==> src/rtl/ternary_popcount_neuron_if.sv <==
// Beat-input and result-output stream bundle for ternary_popcount_neuron.
// The master drives beats and consumes results; the slave is the neuron.
interface ternary_popcount_neuron_if #(
  parameter int unsigned WIDTH = 10,
  parameter int unsigned BEATS = 4
);
  localparam int unsigned ACC_W = $clog2(WIDTH * BEATS + 1) + 1;

  logic                    in_valid;
  logic                    in_ready;
  logic [WIDTH-1:0]        in_pos;
  logic [WIDTH-1:0]        in_neg;
  logic                    out_valid;
  logic                    out_ready;
  logic signed [ACC_W-1:0] out_sum;
  logic [1:0]              out_trit;

  modport master (
    output in_valid,
    output in_pos,
    output in_neg,
    output out_ready,
    input  in_ready,
    input  out_valid,
    input  out_sum,
    input  out_trit
  );

  modport slave (
    input  in_valid,
    input  in_pos,
    input  in_neg,
    input  out_ready,
    output in_ready,
    output out_valid,
    output out_sum,
    output out_trit
  );
endinterface

==> src/rtl/ternary_popcount_neuron.sv <==
// Streaming ternary neuron: accumulates popcount(pos) - popcount(neg) over BEATS
// beats, then thresholds the signed sum into a +1 / 0 / -1 decision.
module ternary_popcount_neuron #(
  parameter  int unsigned WIDTH = 10,
  parameter  int unsigned BEATS = 4,
  localparam int unsigned ACC_W = $clog2(WIDTH * BEATS + 1) + 1
) (
  input  logic                    clk,
  input  logic                    rst,
  ternary_popcount_neuron_if.slave bus,
  input  logic signed [ACC_W-1:0] thresh_hi,
  input  logic signed [ACC_W-1:0] thresh_lo,
  output logic                    busy
);
  localparam int unsigned PC_W  = $clog2(WIDTH + 1);
  localparam int unsigned CNT_W = (BEATS > 1) ? $clog2(BEATS) : 1;
  localparam logic [CNT_W-1:0] LAST_BEAT = CNT_W'(BEATS - 1);
  localparam logic [1:0] TRIT_POS  = 2'b01;
  localparam logic [1:0] TRIT_NEG  = 2'b11;
  localparam logic [1:0] TRIT_ZERO = 2'b00;

  typedef enum logic [1:0] {
    ACC  = 2'd0,
    WAIT = 2'd1,
    HOLD = 2'd2
  } state_t;

  state_t                  state_q;
  state_t                  state_d;
  logic                    in_ready_q;
  logic [CNT_W-1:0]        beat_cnt_q;
  logic [CNT_W-1:0]        beat_cnt_d;
  logic                    busy_q;
  logic                    busy_d;

  logic                    s1_valid_q;
  logic                    s1_last_q;
  logic signed [ACC_W-1:0] s1_d_q;
  logic signed [ACC_W-1:0] acc_q;

  logic                    out_valid_q;
  logic signed [ACC_W-1:0] out_sum_q;
  logic [1:0]              out_trit_q;

  logic                    accept_c;
  logic                    handshake_c;
  logic                    last_beat_c;
  logic [PC_W-1:0]         pc_pos_c;
  logic [PC_W-1:0]         pc_neg_c;
  logic signed [ACC_W-1:0] d_c;
  logic signed [ACC_W-1:0] sum_c;
  logic [1:0]              trit_c;

  function automatic logic [PC_W-1:0] popcount(input logic [WIDTH-1:0] mask);
    logic [PC_W-1:0] n;
    n = '0;
    for (int i = 0; i < int'(WIDTH); i++) begin
      n = n + PC_W'(mask[i]);
    end
    return n;
  endfunction

  assign accept_c    = bus.in_valid && in_ready_q;
  assign handshake_c = out_valid_q && bus.out_ready;
  assign last_beat_c = (beat_cnt_q == LAST_BEAT);

  // Per-beat net contribution; overlapping pos/neg bits cancel naturally.
  assign pc_pos_c = popcount(bus.in_pos);
  assign pc_neg_c = popcount(bus.in_neg);
  assign d_c      = $signed(ACC_W'(pc_pos_c)) - $signed(ACC_W'(pc_neg_c));

  assign sum_c = acc_q + s1_d_q;

  // Upper threshold takes priority when the two ranges overlap.
  always_comb begin
    trit_c = TRIT_ZERO;
    if (sum_c >= thresh_hi) begin
      trit_c = TRIT_POS;
    end else if (sum_c <= thresh_lo) begin
      trit_c = TRIT_NEG;
    end
  end

  always_comb begin
    state_d    = state_q;
    beat_cnt_d = beat_cnt_q;
    if (accept_c) begin
      beat_cnt_d = last_beat_c ? '0 : beat_cnt_q + CNT_W'(1);
    end
    case (state_q)
      ACC:     if (accept_c && last_beat_c) state_d = WAIT;
      WAIT:    state_d = HOLD;
      HOLD:    if (handshake_c) state_d = ACC;
      default: state_d = ACC;
    endcase
    busy_d = (beat_cnt_d != '0) || (state_d != ACC) || accept_c;
  end

  // in_ready and busy are registered copies of next-cycle control state.
  always_ff @(posedge clk or posedge rst) begin
    if (rst) begin
      state_q    <= ACC;
      in_ready_q <= 1'b0;
      beat_cnt_q <= '0;
      busy_q     <= 1'b0;
    end else begin
      state_q    <= state_d;
      in_ready_q <= (state_d == ACC);
      beat_cnt_q <= beat_cnt_d;
      busy_q     <= busy_d;
    end
  end

  always_ff @(posedge clk or posedge rst) begin
    if (rst) begin
      s1_valid_q <= 1'b0;
      s1_last_q  <= 1'b0;
      s1_d_q     <= '0;
    end else begin
      s1_valid_q <= accept_c;
      if (accept_c) begin
        s1_d_q    <= d_c;
        s1_last_q <= last_beat_c;
      end
    end
  end

  // Stage 2: fold the registered beat into the sum; the final beat publishes it.
  always_ff @(posedge clk or posedge rst) begin
    if (rst) begin
      acc_q       <= '0;
      out_valid_q <= 1'b0;
      out_sum_q   <= '0;
      out_trit_q  <= TRIT_ZERO;
    end else begin
      if (s1_valid_q) begin
        if (s1_last_q) begin
          out_sum_q  <= sum_c;
          out_trit_q <= trit_c;
          acc_q      <= '0;
        end else begin
          acc_q <= sum_c;
        end
      end
      if (s1_valid_q && s1_last_q) begin
        out_valid_q <= 1'b1;
      end else if (handshake_c) begin
        out_valid_q <= 1'b0;
      end
    end
  end

  assign bus.in_ready  = in_ready_q;
  assign bus.out_valid = out_valid_q;
  assign bus.out_sum   = out_sum_q;
  assign bus.out_trit  = out_trit_q;
  assign busy          = busy_q;

endmodule
==> src/flat_wrapper.sv <==
// flat-port wrapper written by rule: the top's interface ports become plain ports
module ternary_popcount_neuron_flat 
#(
  parameter  int unsigned WIDTH = 10,
  parameter  int unsigned BEATS = 4,
  localparam int unsigned ACC_W = $clog2(WIDTH * BEATS + 1) + 1
)
  (clk, rst, thresh_hi, thresh_lo, busy, bus_in_valid, bus_in_pos, bus_in_neg, bus_out_ready, bus_in_ready, bus_out_valid, bus_out_sum, bus_out_trit);
  ternary_popcount_neuron_if #(.WIDTH(WIDTH), .BEATS(BEATS)) bus_i ();
  input  logic clk;
  input  logic rst;
  input  logic signed [ACC_W-1:0] thresh_hi;
  input  logic signed [ACC_W-1:0] thresh_lo;
  output logic busy;
  input wire logic [$bits(bus_i.in_valid)-1:0] bus_in_valid;
  input wire logic [$bits(bus_i.in_pos)-1:0] bus_in_pos;
  input wire logic [$bits(bus_i.in_neg)-1:0] bus_in_neg;
  input wire logic [$bits(bus_i.out_ready)-1:0] bus_out_ready;
  output wire logic [$bits(bus_i.in_ready)-1:0] bus_in_ready;
  output wire logic [$bits(bus_i.out_valid)-1:0] bus_out_valid;
  output wire logic [$bits(bus_i.out_sum)-1:0] bus_out_sum;
  output wire logic [$bits(bus_i.out_trit)-1:0] bus_out_trit;
  assign bus_i.in_valid = bus_in_valid;
  assign bus_i.in_pos = bus_in_pos;
  assign bus_i.in_neg = bus_in_neg;
  assign bus_i.out_ready = bus_out_ready;
  assign bus_in_ready = bus_i.in_ready;
  assign bus_out_valid = bus_i.out_valid;
  assign bus_out_sum = bus_i.out_sum;
  assign bus_out_trit = bus_i.out_trit;
  ternary_popcount_neuron #(.WIDTH(WIDTH), .BEATS(BEATS)) u_core (.clk(clk), .rst(rst), .bus(bus_i), .thresh_hi(thresh_hi), .thresh_lo(thresh_lo), .busy(busy));
endmodule
==> config.mk <==
export PLATFORM = sky130hd
export DESIGN_NAME = ternary_popcount_neuron_flat
export DESIGN_NICKNAME = d
export VERILOG_FILES = /design/src/rtl/ternary_popcount_neuron_if.sv /design/src/rtl/ternary_popcount_neuron.sv /design/src/flat_wrapper.sv
export SDC_FILE = /design/constraint.sdc
export NUM_CORES = 1
export LEC_CHECK = 0
export CELL_PAD_IN_SITES_DETAIL_PLACEMENT = 1
export CELL_PAD_IN_SITES_GLOBAL_PLACEMENT = 2
export CORE_AREA = 3 3 92 116
export CTS_BUF_LIST = sky130_fd_sc_hd__clkbuf_8
export DETAILED_ROUTE_END_ITERATION = 7
export DIE_AREA = 0 0 95 119
export PLACE_DENSITY_LB_ADDON = 0.15
export SYNTH_ARGS = -nofsm -noshare
export SYNTH_HDL_FRONTEND = slang
export SYNTH_SLANG_ARGS = --single-unit
export TNS_END_PERCENT = 10
==> constraint.sdc <==
create_clock -name clk -period 4.3 [get_ports clk]
set_input_delay 0.86 -clock clk [delete_from_list [all_inputs] [get_ports clk]]
set_output_delay 0.86 -clock clk [all_outputs]
set_load 0.02 [all_outputs]
==> flow_metrics.py, run 1 <==
metrics = {
    "critical_path": {
        "path_delay_family": "adder cells",
        "worstSetupPathDepth": 14,
        "worstSetupEndpointType": "flop",
        "critical_path_peak_fanout": 2,
        "critPathMaxStageDelay_ps": 510,
        "startpoint_type": "input pin",
        "ordered_cell_list_for_the_critical_path": "buf_6, ha_4, inv_2, fa_1, fa_1, fa_1, fa_2, inv_2, fa_1, ha_1, nor2b_4, o21a_1, o21a_1, o31ai_1",
        "timing.critical_path.slowest_stage_cell": "sky130_fd_sc_hd__fa_1",
        "worstPathRequired_ps": 4500,
        "critPathKind": "in -> reg",
        "crit_top_cell": "sky130_fd_sc_hd__fa_1",
        "rr_worst_depth": 11,
        "critical_path_arrival_ps": 4470,
        "cp_num_buf_inv": 3,
    },
    "pwr": {
        "pwr-share-seq_pct": 20.9,
        "power.net_switching_w": 0.00104,
        "power_frac_clock_pct": 10.1,
        "p_int_w": 0.00134,
        "power_per_cell_area_nw_per_um2": 737,
        "power.combinational.fraction_pct": 69.0,
        "total_leakage_power_nw": 1.59,
        "peakVddDrop_mv": 0.161,
        "power_w": 0.00239,
        "switching_share_pct": 43.7,
    },
    "timing": {
        "maximum_operating_frequency_mhz": 234,
        "worst_case_clock_skew_ps": 8.66,
        "max_slew_headroom_pct": 68.2,
        "final_hold_viol_count": 0,
        "minimum_clock_period_ps": 4270,
        "rsz_0062_raised_after_global_routing": "yes",
        "final-setup-viol-count": 0,
        "timing_worst_slew_pin_value_ps": 473,
        "final_min_period_over_clock_period_pct": 99.3,
        "hold_ws_ps": 453,
        "timing_max_transition_violations_final": 0,
    },
    "place": {
        "post-dp-hpwl_mm": 4.37,
        "placed_area_um2": 3090,
        "gp_routability_congestion": 0.706,
        "placement.io_buffers": 49,
    },
    "routing": {
        "finalWirelength_mm": 5.25,
        "drc": 0,
        "drt-wirelength-per-cell_um": 12.2,
        "vias": 1801,
        "number_of_violations_reported_at_the_end_of_detailed_routing_iteration_0": 25,
        "detail-route-antenna-nets": 0,
        "vias_cell": 4.20,
        "firstDrtPassIters": 2,
    },
    "synthesis": {
        "post_synth_instance_area_um2": 2410,
        "synth.largest_area_cell": "sky130_fd_sc_hd__dfrtp_1",
        "count_leader_synth": "sky130_fd_sc_hd__inv_1",
        "synth.avg_cell_area_um2": 9.95,
        "synth-edff-count": 0,
        "synth_common_cells": "sky130_fd_sc_hd__inv_1 (60), sky130_fd_sc_hd__ha_1 (35), sky130_fd_sc_hd__dfrtp_1 (30)",
        "synth_instances": 242,
        "yosys_register_bits": 30,
        "mappedNetlistNets": 329,
        "post_synth_main_area_contributors": "sky130_fd_sc_hd__dfrtp_1 (31%), sky130_fd_sc_hd__ha_1 (18%), sky130_fd_sc_hd__fa_1 (12%), sky130_fd_sc_hd__inv_1 (9.4%), sky130_fd_sc_hd__xnor2_1 (2.9%)",
        "yosysUniqueCellTypes": 40,
        "synth_top_area_share_pct": 31.2,
        "synth-async-reset-ratio_pct": 100,
        "synth-seq-area-share_pct": 31.2,
        "ys_dominant_reg_cell": "sky130_fd_sc_hd__dfrtp_1",
        "total_number_of_yosys_warnings": 0,
    },
    "cts": {
        "tritoncts": "yes",
        "clock_insertion_delay_worst_skew_ps": 290,
        "cts.clk_slew.worst_paths_ps": 70,
        "cts.root.buffer_cell": "sky130_fd_sc_hd__clkbuf_8",
        "clkSinkCount": 30,
        "tritoncts_buffers": 5,
        "htree_num_levels": 2,
        "ctsLongestPathBuffers": 2,
    },
    "status": {
        "outcome": "finished clean",
    },
    "job": {
        "timing.max_cap.violations": 0,
    },
    "grt": {
        "gr-total-overflow": 0,
        "grt_first_pass_wirelength_mm": 8.87,
        "grt_start_max_net_pins": 31,
        "grt_pass1_vias": 2019,
        "grt_antenna_before_repair": 0,
        "grtUsageTotal_pct": 10.1,
    },
    "layout": {
        "areaGrowthSynthToFinish_pct": 34.5,
        "ff_latch_area_um2": 751,
        "post-route-util_pct": 33.5,
        "num-fill-cells": 1120,
        "layout_cells_sized_above_1_pct": 14.5,
        "finish.instance_area_um2": 3240,
        "layout.nets": 389,
        "total_area_of_multi_input_combinational_cells_um2": 1470,
        "n_antenna_cell": 0,
    },
    "min_path": {
        "hold_path_depth": 1,
        "min_path_type": "reg -> reg",
    },
    "die": {
        "die_x_um": 95,
        "floorplan.die.height_um": 119,
        "ios": 50,
        "design.core.area_um2": 9660,
        "effective_utilization_at_floorplan_pct": 24.9,
        "die_area_um2": 11300,
        "floorplan.rows": 40,
    },
}
==> routing by layer <==
metal | GRT usage (%) | part of all wire [%] | wire [um]
met5 | 0 | 0 | 0
met4 | 4.87 | 2.2 | 118
met3 | 1.64 | 4.1 | 216
met2 | 20.1 | 55 | 2900
met1 | 9.63 | 38 | 2010
==> logic make-up (layout without fill, tap and decap cells) <==
logic type                 after synthesis  after routing  share of synthesized area (%)
DFF                                     30             30                           31.2
and+or+nand+nor                         40             40                           9.14
buffers and inverters                   63            124                           9.82
AOI/OAI and AO/OA                       46             46                           14.4
muxes                                    5              5                           2.34
adders and majority gates               49             49                           29.8
xor gates and xnor gates                 9              9                           3.27
==> cell type report <==
cell class	instances	area share, %
Inverter	60	6.95
Multi-Input combinational cell	149	45.3
Sequential cell	30	23.2
Clock buffer	6	2.55
Tap cell	126	4.86
Clock inverter	2	0.386
Timing Repair Buffer	56	16.8
==> final timing paths <==
check	from	to	slack [ps]
setup / recovery	bus_in_pos[0]	u_core.s1_d_q[3]$_DFFE_PP0P_	30
hold / removal	u_core.state_q[1]$_DFF_PP0_	u_core.state_q[0]$_DFF_PP0_	450
setup reg to reg	u_core.s1_d_q[0]$_DFFE_PP0P_	u_core.bus.out_trit[1]$_DFFE_PP0P_	1250
hold reg to reg	u_core.state_q[1]$_DFF_PP0_	u_core.state_q[0]$_DFF_PP0_	450
max in group asynchronous	rst	u_core.bus.out_trit[1]$_DFFE_PP0P_	3060
min in group asynchronous	rst	u_core.bus.in_ready$_DFF_PP0_	950
==> power groups by stage <==
stage	registers, W	logic (W)	clock network [W]
5_1_grt	0.000521	0.00189	0.000268
3_5_place_dp	0.000510	0.00163	0
4_1_cts	0.000504	0.00166	0.000257
3_3_place_gp	0.000506	0.00161	0
6_report	0.000499	0.00165	0.000241
2_1_floorplan	0.000546	0.00108	0
==> per-stage QoR <==
stage                     instances  setup TNS, ps  setup slack, ps
after floorplan                 242           -119             -116
after global placement          420          -2490             -649
after detailed placement        420          -2550             -685
after CTS                       429           -119             -102
after global routing            429           -117            -80.5
final                           429              0             29.7
==> flip-flops by register name, summed over array words and instances (netlist names) <==
name                  cells
u_core.s1_last_q          1
u_core.beat_cnt_q         2
u_core.bus.out_trit       2
u_core.s1_d_q             5
u_core.bus.out_valid      1
u_core.bus.in_ready       1
u_core.state_q            2
u_core.bus.out_sum        7
u_core.busy               1
u_core.s1_valid_q         1
u_core.acc_q              7
==> timing repair <==
| action | 4_1_cts | 5_1_grt |
|---|---|---|
| pin swaps | 17 | 14 |
| setup endpoints to repair | 4 | 4 |
| hold buffers | 0 | 0 |
| gates resized for setup | 26 | 2 |
| setup buffers | 1 | 0 |
==> cells in the final DEF, fill, tap and decap left out, types with 2 or more instances in the layout <==
master                            instances
sky130_fd_sc_hd__buf_6                    4
sky130_fd_sc_hd__clkdlybuf4s50_1         41
sky130_fd_sc_hd__inv_2                    3
sky130_fd_sc_hd__buf_4                    7
sky130_fd_sc_hd__dfrtp_1                 30
sky130_fd_sc_hd__nor3_1                   2
sky130_fd_sc_hd__o21ai_1                  2
sky130_fd_sc_hd__o31ai_1                  2
sky130_fd_sc_hd__nand2_1                 13
sky130_fd_sc_hd__o21a_1                   2
sky130_fd_sc_hd__o21ai_0                  9
sky130_fd_sc_hd__nor2b_1                  6
sky130_fd_sc_hd__ha_4                     2
sky130_fd_sc_hd__fa_2                     3
sky130_fd_sc_hd__clkbuf_8                 6
sky130_fd_sc_hd__fa_1                    11
sky130_fd_sc_hd__a21oi_1                 10
sky130_fd_sc_hd__xnor2_1                  7
sky130_fd_sc_hd__a2111oi_4                2
sky130_fd_sc_hd__o21bai_1                 2
sky130_fd_sc_hd__mux2_2                   5
sky130_fd_sc_hd__a21o_1                   4
sky130_fd_sc_hd__dlygate4sd2_1            4
sky130_fd_sc_hd__and2_1                   3
sky130_fd_sc_hd__inv_1                   57
sky130_fd_sc_hd__o22ai_1                  2
sky130_fd_sc_hd__a31o_2                   4
sky130_fd_sc_hd__and3_1                   2
sky130_fd_sc_hd__ha_1                    33
sky130_fd_sc_hd__and3_4                   2
sky130_fd_sc_hd__nor2_1                   4
Power figures use the tool's default switching activity.
==> run 2: changes to the inputs <==
--- a/config.mk
+++ b/config.mk
@@ -7,10 +7,10 @@
 export LEC_CHECK = 0
 export CELL_PAD_IN_SITES_DETAIL_PLACEMENT = 1
 export CELL_PAD_IN_SITES_GLOBAL_PLACEMENT = 2
-export CORE_AREA = 3 3 92 116
+export CORE_AREA = 10 10 88 109
 export CTS_BUF_LIST = sky130_fd_sc_hd__clkbuf_8
 export DETAILED_ROUTE_END_ITERATION = 7
-export DIE_AREA = 0 0 95 119
+export DIE_AREA = 0 0 98 119
 export PLACE_DENSITY_LB_ADDON = 0.15
 export SYNTH_ARGS = -nofsm -noshare
 export SYNTH_HDL_FRONTEND = slang
==> constraint.sdc (replaced) <==
create_clock -name clk -period 4.25 [get_ports clk]
set_input_delay 0.85 -clock clk [delete_from_list [all_inputs] [get_ports clk]]
set_output_delay 0.85 -clock clk [all_outputs]
set_load 0.02 [all_outputs]
==> run 2 against run 1 <==
- first-iteration DRC count rose by 120%
- die area rose by 3.2%
- core utilization rose by 8.6 points
- routed wire length rose by 3.6%
- cell area fell by 0.93%
- clock power fell by 11%
- via count rose by 0.28%
- sequential power rose by 1%
- setup slack got worse by 25 ps
- register-to-register slack got worse by 70 ps
- total power rose by 1.3%
- highest routed layer unchanged
- cell count fell by 7.2%
==> flow_metrics.py, run 2 (synthesis results as in run 1) <==
metrics = {
    "status": {
        "outcome": "finished clean",
    },
    "routing": {
        "finalWirelength_mm": 5.43,
        "vias": 1806,
        "vias_cell": 4.54,
        "drt-wirelength-per-cell_um": 13.7,
        "firstDrtPassIters": 3,
        "number_of_violations_reported_at_the_end_of_detailed_routing_iteration_0": 56,
        "detail-route-antenna-nets": 0,
        "drc": 0,
    },
    "place": {
        "placement.io_buffers": 49,
        "post-dp-hpwl_mm": 4.58,
        "gp_routability_congestion": 0.734,
        "dpl_worst_slack_ps": -737,
    },
    "grt": {
        "grt_first_pass_wirelength_mm": 9.63,
        "gr-total-overflow": 0,
        "grt_antenna_before_repair": 0,
        "grt_pass1_vias": 2123,
        "grt_start_max_net_pins": 31,
        "grtUsageTotal_pct": 9.98,
    },
    "die": {
        "die_area_um2": 11700,
        "effective_utilization_at_floorplan_pct": 31.6,
        "floorplan.rows": 36,
        "die_x_um": 98,
        "floorplan.die.height_um": 119,
        "ios": 50,
        "design.core.area_um2": 7610,
    },
    "layout": {
        "layout_commonest_cell": "sky130_fd_sc_hd__inv_1",
        "areaGrowthSynthToFinish_pct": 33.3,
        "layout_cells_sized_above_1_pct": 15.8,
        "layout.nets": 390,
        "commonest_cells_after_routing_fill_and_taps_aside": "sky130_fd_sc_hd__inv_1 (56), sky130_fd_sc_hd__clkdlybuf4s50_1 (41), sky130_fd_sc_hd__ha_1 (32), sky130_fd_sc_hd__dfrtp_1 (30), sky130_fd_sc_hd__nand2_1 (13)",
        "post-route-util_pct": 42.2,
        "n_antenna_cell": 0,
    },
    "cts": {
        "tritoncts_buffers": 5,
        "htree_num_levels": 2,
        "tritoncts": "yes",
        "cts-hold-fix-buffers": 0,
        "cts.root.buffer_cell": "sky130_fd_sc_hd__clkbuf_8",
        "clock_insertion_delay_worst_skew_ps": 280,
        "ctsLongestPathBuffers": 2,
        "cts.clk_slew.worst_paths_ps": 60,
        "clkSinkCount": 30,
    },
    "timing": {
        "final_min_period_over_clock_period_pct": 99.9,
        "hold_ws_ps": 442,
        "timing_max_transition_violations_final": 0,
        "final_hold_viol_count": 0,
        "final_critical_path_setup_slack_ps": 4.44,
        "max_slew_headroom_pct": 69.1,
        "minimum_clock_period_ps": 4250,
        "final-setup-viol-count": 0,
        "maximum_operating_frequency_mhz": 236,
        "rsz_0062_raised_after_global_routing": "yes",
        "worst_case_clock_skew_ps": 2.67,
        "timing_worst_slew_pin_value_ps": 463,
    },
    "critical_path": {
        "critical_path_arrival_ps": 4430,
        "startpoint_type": "input pin",
        "worstSetupEndpointType": "flop",
        "critical_path_peak_fanout": 2,
        "worstPathRequired_ps": 4440,
        "critPathKind": "in -> reg",
    },
    "pwr": {
        "total_leakage_power_nw": 1.59,
        "power_per_cell_area_nw_per_um2": 753,
        "peakVddDrop_mv": 0.274,
    },
    "job": {
        "timing.max_cap.violations": 0,
    },
    "min_path": {
        "min_path_type": "reg -> reg",
    },
}
[run 2: cell count changes in the layout (fill, tap and decap cells not counted), sizes merged]
cell,before,now
buf,11,12
clkbuf,6,5
clkinvlp,1,0
clkinv,1,2
[run 2: critical path, stage by stage]
cell	delay [ps]
sky130_fd_sc_hd__buf_6	90
sky130_fd_sc_hd__ha_4	250
sky130_fd_sc_hd__inv_2	30
sky130_fd_sc_hd__fa_1	440
sky130_fd_sc_hd__fa_1	510
sky130_fd_sc_hd__fa_1	430
sky130_fd_sc_hd__fa_2	350
sky130_fd_sc_hd__inv_2	80
sky130_fd_sc_hd__fa_2	490
sky130_fd_sc_hd__ha_4	260
sky130_fd_sc_hd__nor2b_4	120
sky130_fd_sc_hd__o21a_1	170
sky130_fd_sc_hd__o21a_1	160
sky130_fd_sc_hd__o31ai_1	210
[run 2: report_power, final]
group | switching, W | total [W] | internal [W]
combinational | 0.000873 | 0.00170 | 0.000825
sequential | 0.0000890 | 0.000506 | 0.000417
clock | 0.000105 | 0.000214 | 0.000110
total | 0.00107 | 0.00242 | 0.00135
[run 2: final timing paths]
check	start	to	slack (ps)	cells past startpoint
setup / recovery	bus_in_pos[1]	u_core.s1_d_q[3]$_DFFE_PP0P_	4	14
setup reg to reg	u_core.acc_q[0]$_DFFE_PP0P_	u_core.bus.out_trit[1]$_DFFE_PP0P_	1180	11
max in group asynchronous	rst	u_core.acc_q[3]$_DFFE_PP0P_	3010	3
hold / removal	u_core.state_q[1]$_DFF_PP0_	u_core.state_q[0]$_DFF_PP0_	440	1
hold reg to reg	u_core.state_q[1]$_DFF_PP0_	u_core.state_q[0]$_DFF_PP0_	440	1
min in group asynchronous	rst	u_core.bus.out_sum[0]$_DFFE_PP0P_	950	3
[run 2: final cells by class]
type | count | area (um2)
Inverter | 60 | 225
Multi-Input combinational cell | 149 | 1490
Timing Repair Buffer | 57 | 551
Clock inverter | 2 | 10.0
Fill cell | 866 | 4400
Sequential cell | 30 | 751
Clock buffer | 5 | 68.8
Tap cell | 95 | 119
[run 2: through the flow]
step / setup TNS [ps] / std cells / power [W] / instance area, um2
floorplan: -199 / 242 / 0.00164 / 2410
global placement: -2230 / 387 / 0.00212 / 3040
detailed placement: -2420 / 387 / 0.00216 / 3040
CTS: -315 / 398 / 0.00244 / 3170
global route: -257 / 398 / 0.00272 / 3210
finish: 0 / 398 / 0.00242 / 3210
[run 2: what timing repair did]
action,4_1_cts,5_1_grt
endpoints found under the setup margin,4,4
buffers inserted,4,0
pin swaps,17,16
gates resized for setup,27,7
[run 2: routing by layer]
| metal | global-route usage [%] | part of all wire [%] | vias up |
|---|---|---|---|
| met5 | 0 | 0 | - |
| met4 | 4.92 | 2.0 | 0 |
| met3 | 2.14 | 4.0 | 5 |
| met2 | 18.3 | 55 | 38 |
| met1 | 10.5 | 39 | 856 |
| li1 | - | - | 907 |
